**config.mk**
```make
export PLATFORM = sky130hd
export DESIGN_NAME = bundle_encoder
export DESIGN_NICKNAME = d
export VERILOG_FILES = /design/src/rtl/bundle_encoder.sv
export SDC_FILE = /design/constraint.sdc
export NUM_CORES = 2
export LEC_CHECK = 0
export BUFFER_PORTS_ARGS = -buffer_cell sky130_fd_sc_hd__buf_2
export CAP_MARGIN = 0
export CELL_PAD_IN_SITES_DETAIL_PLACEMENT = 1
export CELL_PAD_IN_SITES_GLOBAL_PLACEMENT = 1
export CORE_MARGIN = 2
export CORE_UTILIZATION = 44
export DETAILED_ROUTE_END_ITERATION = 10
export GPL_ROUTABILITY_DRIVEN = 0
export GPL_TIMING_DRIVEN = 0
export PLACE_DENSITY_LB_ADDON = 0.1
export RECOVER_POWER = 100
export SKIP_CTS_REPAIR_TIMING = 1
export SLEW_MARGIN = 20
export SYNTH_ARGS = -nofsm -noshare
export SYNTH_HDL_FRONTEND = slang
export SYNTH_SLANG_ARGS = --single-unit
```
**constraint.sdc**
```tcl
create_clock -name clk -period 5.9 [get_ports clk]
set_input_delay 1.18 -clock clk [delete_from_list [all_inputs] [get_ports clk]]
set_output_delay 1.18 -clock clk [all_outputs]
set_load 0.02 [all_outputs]
```
**src/rtl/bundle_encoder.sv**
```systemverilog
// Streaming HDC bundling encoder: per-dimension majority vote over a delimited frame of binary hypervectors.
// Latency 1 cycle from the closing beat to out_valid; in_ready is low while a result is held (out_ready backpressure).
module bundle_encoder #(
   parameter int DIM      = 64,
   parameter int CNT_W    = 8,
   parameter int TIE_MODE = 2
) (
   input  logic             clk,
   input  logic             rst_n,
   input  logic             clr,
   input  logic             in_valid,
   output logic             in_ready,
   input  logic [DIM-1:0]   in_data,
   input  logic             in_last,
   input  logic [DIM-1:0]   tie_vec,
   output logic             out_valid,
   input  logic             out_ready,
   output logic [DIM-1:0]   out_enc,
   output logic [CNT_W-1:0] out_cnt,
   output logic             out_ovf
);

   localparam logic [CNT_W-1:0] MAXN = {CNT_W{1'b1}};

   typedef enum logic {ST_ACC = 1'b0, ST_OUT = 1'b1} state_t;

   state_t           r_state;
   state_t           w_state_nxt;
   logic [CNT_W-1:0] r_n;
   logic [CNT_W-1:0] w_n_nxt;
   logic [CNT_W:0]   w_n_ext;
   logic             w_accept;
   logic             w_force;
   logic             w_close;
   logic [DIM-1:0]   w_tie;
   logic [DIM-1:0]   w_enc_nxt;
   logic [DIM-1:0]   r_enc;
   logic [CNT_W-1:0] r_cnt;
   logic             r_ovf;

   // clr wins over any beat presented in the same cycle
   assign w_accept = in_valid & in_ready & ~clr;
   assign w_n_nxt  = r_n + 1'b1;
   assign w_n_ext  = {1'b0, w_n_nxt};
   assign w_force  = (w_n_nxt == MAXN);
   assign w_close  = w_accept & (in_last | w_force);
   assign w_tie    = (TIE_MODE == 0) ? '0 : (TIE_MODE == 1) ? '1 : tie_vec;

   for (genvar d = 0; d < DIM; d++) begin : g_dim
      logic [CNT_W-1:0] r_acc;
      logic [CNT_W-1:0] w_acc_nxt;
      logic [CNT_W:0]   w_twice;

      // acc never exceeds n, so the CNT_W-bit sum cannot wrap
      assign w_acc_nxt    = r_acc + CNT_W'(in_data[d]);
      assign w_twice      = {w_acc_nxt, 1'b0};
      assign w_enc_nxt[d] = (w_twice > w_n_ext) ? 1'b1 :
                            (w_twice < w_n_ext) ? 1'b0 : w_tie[d];

      always_ff @(posedge clk or negedge rst_n) begin
         if (!rst_n)                r_acc <= '0;
         else if (clr || w_close)   r_acc <= '0;
         else if (w_accept)         r_acc <= w_acc_nxt;
      end
   end

   always_ff @(posedge clk or negedge rst_n) begin
      if (!rst_n)                r_n <= '0;
      else if (clr || w_close)   r_n <= '0;
      else if (w_accept)         r_n <= w_n_nxt;
   end

   always_ff @(posedge clk or negedge rst_n) begin
      if (!rst_n) begin
         r_enc <= '0;
         r_cnt <= '0;
         r_ovf <= 1'b0;
      end else if (w_close) begin
         r_enc <= w_enc_nxt;
         r_cnt <= w_n_nxt;
         r_ovf <= w_force & ~in_last;
      end
   end

   always_ff @(posedge clk or negedge rst_n) begin
      if (!rst_n) r_state <= ST_ACC;
      else        r_state <= w_state_nxt;
   end

   always_comb begin
      w_state_nxt = r_state;
      if (clr) begin
         w_state_nxt = ST_ACC;
      end else begin
         case (r_state)
            ST_ACC:  if (w_close)   w_state_nxt = ST_OUT;
            ST_OUT:  if (out_ready) w_state_nxt = ST_ACC;
            default: w_state_nxt = ST_ACC;
         endcase
      end
   end

   always_comb begin
      in_ready  = (r_state == ST_ACC);
      out_valid = (r_state == ST_OUT);
   end

   assign out_enc = r_enc;
   assign out_cnt = r_cnt;
   assign out_ovf = r_ovf;

endmodule

```
# After elaboration in Yosys (flattened, before gate mapping)
# Cells that the tools add are included.
op_classes:
  eq_ne: 1
  muxes: 262
  n_reduce_logical: 2
  add_sub_neg: 65
  bitwise_logic: 8
  n_lt_le_gt_ge: 128
op_table:
  columns: ["operator", "n"]
  rows:
  - ["$mux 8", 130]
  - ["$gt 9x8->1", 64]
  - ["$lt 9x8->1", 64]
  - ["$add 8x1->8", 64]
  - ["$mux 1", 131]
  - ["$add 8x1->8 const B", 1]
  - ["$eq 8x8->1 const B", 1]
  - ["$and 1x1->1", 4]
  - ["$not 1->1", 3]
  - ["$pmux 1 s2", 1]
  - ["$reduce_bool 2->1", 1]
  - ["$logic_or 1x1->1", 1]
  - ["$or 1x1->1", 1]
totals:
  out_inout_bits: 75
  regBits: 594
  elab_cells: 535
  input_bits: 134

# Longest topological paths before layout
depth:
  depth_word: 7
  depth_mapped: 18

# Worst setup path after synthesis
# No wires, ideal clock.
synth_timing:
  path_kind: "flip-flop to flip-flop"
  start: "register r_n[0]"
  end: "register r_enc[27] (netlist: out_enc[27])"
  t_required_ps: 5765
  t_arrival_ps: 5970
  synth_period_minus_slack_ps: 6105
  setup_ps: 135
  path_stages_with_launch: 15
  slack_ps: -205
  path_cell_list: "dfrtp_1 -> clkbuf_1 -> clkbuf_1 -> clkbuf_1 -> buf_1 -> nand3_1 -> xor2_1 -> ha_1 -> o21ai_0 -> o21bai_1 -> maj3_1 -> a211oi_1 -> a21oi_1 -> o22ai_1 -> o21ai_0"
synth_via:
  elab_chain_cells: 4
  word_cells_on_any_way: 8
  cone_classes: "1 x add/sub; 2 x order compare; 1 x eq/ne; 2 x mux; 2 x bitwise"
synth_rtl:
  columns: ["item", "line", "text"]
  rows:
  - ["start: declaration", "29", "logic [CNT_W-1:0] r_n;"]
  - ["start signal: assignment", "70", "else if (w_accept) r_n <= w_n_nxt;"]
  - ["$add 8x1->8 *", "43", "assign w_n_nxt = r_n + 1'b1;"]
  - ["$lt 9x8->1 / $eq 8x8->1 (equally long branches)", "58, 45", null]
  - ["$mux 1 / $or 1x1->1 (equally long branches)", "58, 46", null]
  - ["$mux 1 / $and 1x1->1 (equally long branches)", "57, 46", null]
  - ["end signal: assignment", "79", "r_enc <= w_enc_nxt;"]
  - ["end: declaration", "37", "logic [DIM-1:0] r_enc;"]
# Mark *: on every way between the ends. The rest lies on a longest branch, timed or not.
# A chain may end at the register's enable or synchronous reset.

# Final worst setup path
layout_timing:
  start: "register r_n[0]"
  end: "register g_dim[58].r_acc[4]"
layout_via:
  elab_chain_cells: 6
  word_cells_on_any_way: 7
  cone_classes: "1 x add/sub; 1 x eq/ne; 1 x mux; 2 x bitwise; 2 x reduce/logical"
layout_rtl:
  columns: ["item", "line", "text"]
  rows:
  - ["$add 8x1->8 *", "43", null]
  - ["net w_n_nxt[0]", "30", "logic [CNT_W-1:0] w_n_nxt;"]
  - ["$eq 8x8->1 *", "45", "assign w_force = (w_n_nxt == MAXN);"]
  - ["$or 1x1->1 *", "46", "assign w_close = w_accept & (in_last | w_force);"]
  - ["$and 1x1->1 *", "46", null]
  - ["$logic_or 1x1->1 *", "62", "else if (clr || w_close) r_acc <= '0;"]
  - ["$mux 8 / $reduce_bool 2->1 (equally long branches)", null, null]
  - ["end signal: assignment", "63", "else if (w_accept) r_acc <= w_acc_nxt;"]
  - ["end: declaration", "50", "logic [CNT_W-1:0] r_acc;"]
# Mark *: on every way through the listed nets, which the timed path passes. The rest lies on a longest branch.

==> results.cfg <==
[outcome]
status = finished, violations left
violations = capacitance limit, slew limit

[yosys]
synth_edf_count = 0
syn_area_mm2 = 0.0421
ys_seq_elements = 594
synth-simple-area-share = 0.156
muxShareOfSynthArea = 0.000268
ys_top_cells_by_area = dfrtp_1 (35%), ha_1 (13%), a22o_1 (6.5%)
synthFlopType = dfrtp_1
synth_cells = 4588
synth_common_cells = dfrtp_1 (594), ha_1 (450), o21ai_0 (410)
synth_compound_area_frac = 0.211
synth_adder_area_share = 0.147
syn-num-nets = 5172
synth_top_family_by_area = compound AO/OA/AOI/OAI gates
yosysSeqAreaShare = 0.353
ys_types = 59
post-synth-top-area-fraction = 0.353
async_flop_share = 1.00
yosys.area_share.xor_xnor = 0.101
synth_most_common_cell = dfrtp_1
syn_area_per_cell_um2 = 9.17
synth_warnings = 0
yosysTopAreaCell = dfrtp_1

[drt]
wl_per_cell_um = 28.1
drc_errors = 0
vias_per_cell = 6.33
first_pass_iters = 5
wirelength_um = 176000
drtAntennaViolNets = 0
drt_iter0_drc = 2905
vias = 39500

[sta]
relSlewSlack = -1.93
setup_viol = 0
hold_violations = 0
layout_worst_path_cycle_share = 0.976
tightest_slew_ns = 4.39
fmax_ghz = 0.174
fin_crit_ns = 5.76
fin_skew_ns = 0.0269
slew_viol_final = 61
rsz0062_at_grt = false

[floorplanning]
die_y_um = 313
rows = 113
io_pins = 209
fp.dieW_um = 313
dieArea_mm2 = 0.0981
start_util = 0.443
core_area_mm2 = 0.0949

[global_routing]
grt_pass1_vias = 40500
grt_first_pass_wirelength_um = 263000
grt_use_met1 = 0.456
grtUsageMet3 = 0.0517
gr-total-overflow = 0
grt_start_max_net_pins = 89
grt_usage = 0.355
antenna_found_initial = 9
grt_busiest_layer = met2
grt_use_met2 = 0.586

[cells_and_area]
finalNonFillerCells = 6242
syn2layout_area_growth_pct = 14.4
nets = 5497
finish.utilization = 0.507
layout-drive-gt1-share = 0.0756
final_area_mm2 = 0.0481
fillerInstances = 11000

[flow_run]
drv_cap = 1

[pwr]
peakVddDrop_uv = 169
leakagePower_uw = 0.0224
power_density_mw_per_mm2 = 226

[setup_path]
crit_path_end_kind = register
worstSetupPathType = register to register
critPathLaunchType = register
crit_required_ns = 6.48
worstPathArrival_ns = 6.34
critPathMaxFanout = 12

[cts]
insertion_delay_ns = 0.66
clk_root_buffer_cell = clkbuf_16
clk_pin_slew_ns = 0.06
cts_tree = built
cts.sinks = 594
cts_max_level = 3
cts-buffers-inserted = 76
clockBufferDepth = 3

[placement]
placedCellCount = 6100
placement.io_buffers = 208
hpwl_um = 124000
placed_area_mm2 = 0.0457

[hold_path]
hold_class = register to register
==> final timing paths <==
kind,from,to,slack [ns],cells after the start
max,r_n[0],g_dim[58].r_acc[4],0.14,14
min,out_cnt[2],out_cnt[2],0.47,2
max reg2reg,r_n[0],g_dim[58].r_acc[4],0.14,14
min reg2reg,out_cnt[2],out_cnt[2],0.47,2
max in group asynchronous,rst_n,g_dim[45].r_acc[4],0.85,3
min in group asynchronous,rst_n,g_dim[16].r_acc[4],2.10,1
==> through the flow <==
step | setup TNS (ns) | power, uW | hold slack (ns) | worst slack (ns)
after floorplan | 0 | 5230 | 0.470 | 0.338
after global placement | -7210.29 | 5940 | 0.457 | -9.89
after detailed placement | -613.94 | 6000 | 0.468 | -1.74
after CTS | -621.77 | 11000 | 0.480 | -1.81
after global routing | 0 | 11200 | 0.517 | 0.0644
final | 0 | 10900 | 0.474 | 0.140
==> worst max-delay path, stage by stage (launching register included) <==
cell and delay (ns):
dfrtp_1 0.37, clkbuf_2 0.40, buf_2 0.48, clkbuf_4 0.43
clkbuf_4 0.43, buf_4 0.44, inv_1 0.14, ha_4 0.18
nand4_1 0.09, a21oi_1 0.05, o211a_1 0.18, nor4_2 0.43
clkbuf_1 0.99, clkbuf_1 0.77, a22o_1 0.26
==> cells by family after synthesis <==
logic type                 count (synthesis)
AOI/OAI and AO/OA                       1293
xor gates and xnor gates                 486
adders and majority gates                505
buffers and inverters                    329
DFF                                      594
muxes                                      1
and+or+nand+nor                         1380
==> layout by cell type (no fill, tap or decap), drive strengths merged, types with 12 or more instances in the layout <==
cell type	instances
a2111oi	35
a211oi	79
a21o	98
a21oi	122
a22o	310
a22oi	12
a311o	14
and2	23
and3	118
and4	13
buf	222
clkbuf	437
clkinv	12
dfrtp	594
ha	450
inv	34
maj3	55
nand2	393
nand2b	20
nand3	292
nand4	94
nor2	298
nor3	66
nor3b	17
nor4	19
o21a	38
o21ai	412
o21bai	14
o22ai	43
o311ai	30
o31ai	43
o32ai	14
xnor2	265
xor2	221
==> registers in the layout, indices dropped and copies added (netlist names) <==
name and cells:
out_cnt 8, out_valid 1, r_n 8, out_ovf 1, out_enc 64, g_dim.r_acc 512
==> area by class of cell <==
class	instances	area [um2]	share of cell area
repair buffers	247	1760	0.0365
plain buffers	295	1210	0.0253
flip-flops and latches	594	14900	0.309
inverters	34	128	0.00265
clock buffers	117	2300	0.0479
clock inverters	20	278	0.00577
diodes	5	12.5	0.000260
well taps	1265	1580	0.0329
multi-input cells	3665	26000	0.540
==> per-layer routing <==
metal | wire length, um | vias to the layer above
li1 | - | 17600
met1 | 73100 | 20100
met2 | 81700 | 1325
met3 | 10400 | 441
met4 | 10300 | 4
met5 | 32 | -
==> power by group <==
group | switching [uW] | internal [uW]
sequential | 133 | 4210
combinational | 1050 | 515
clock | 2000 | 2980
No activity file was read; power rests on OpenSTA's default activity.
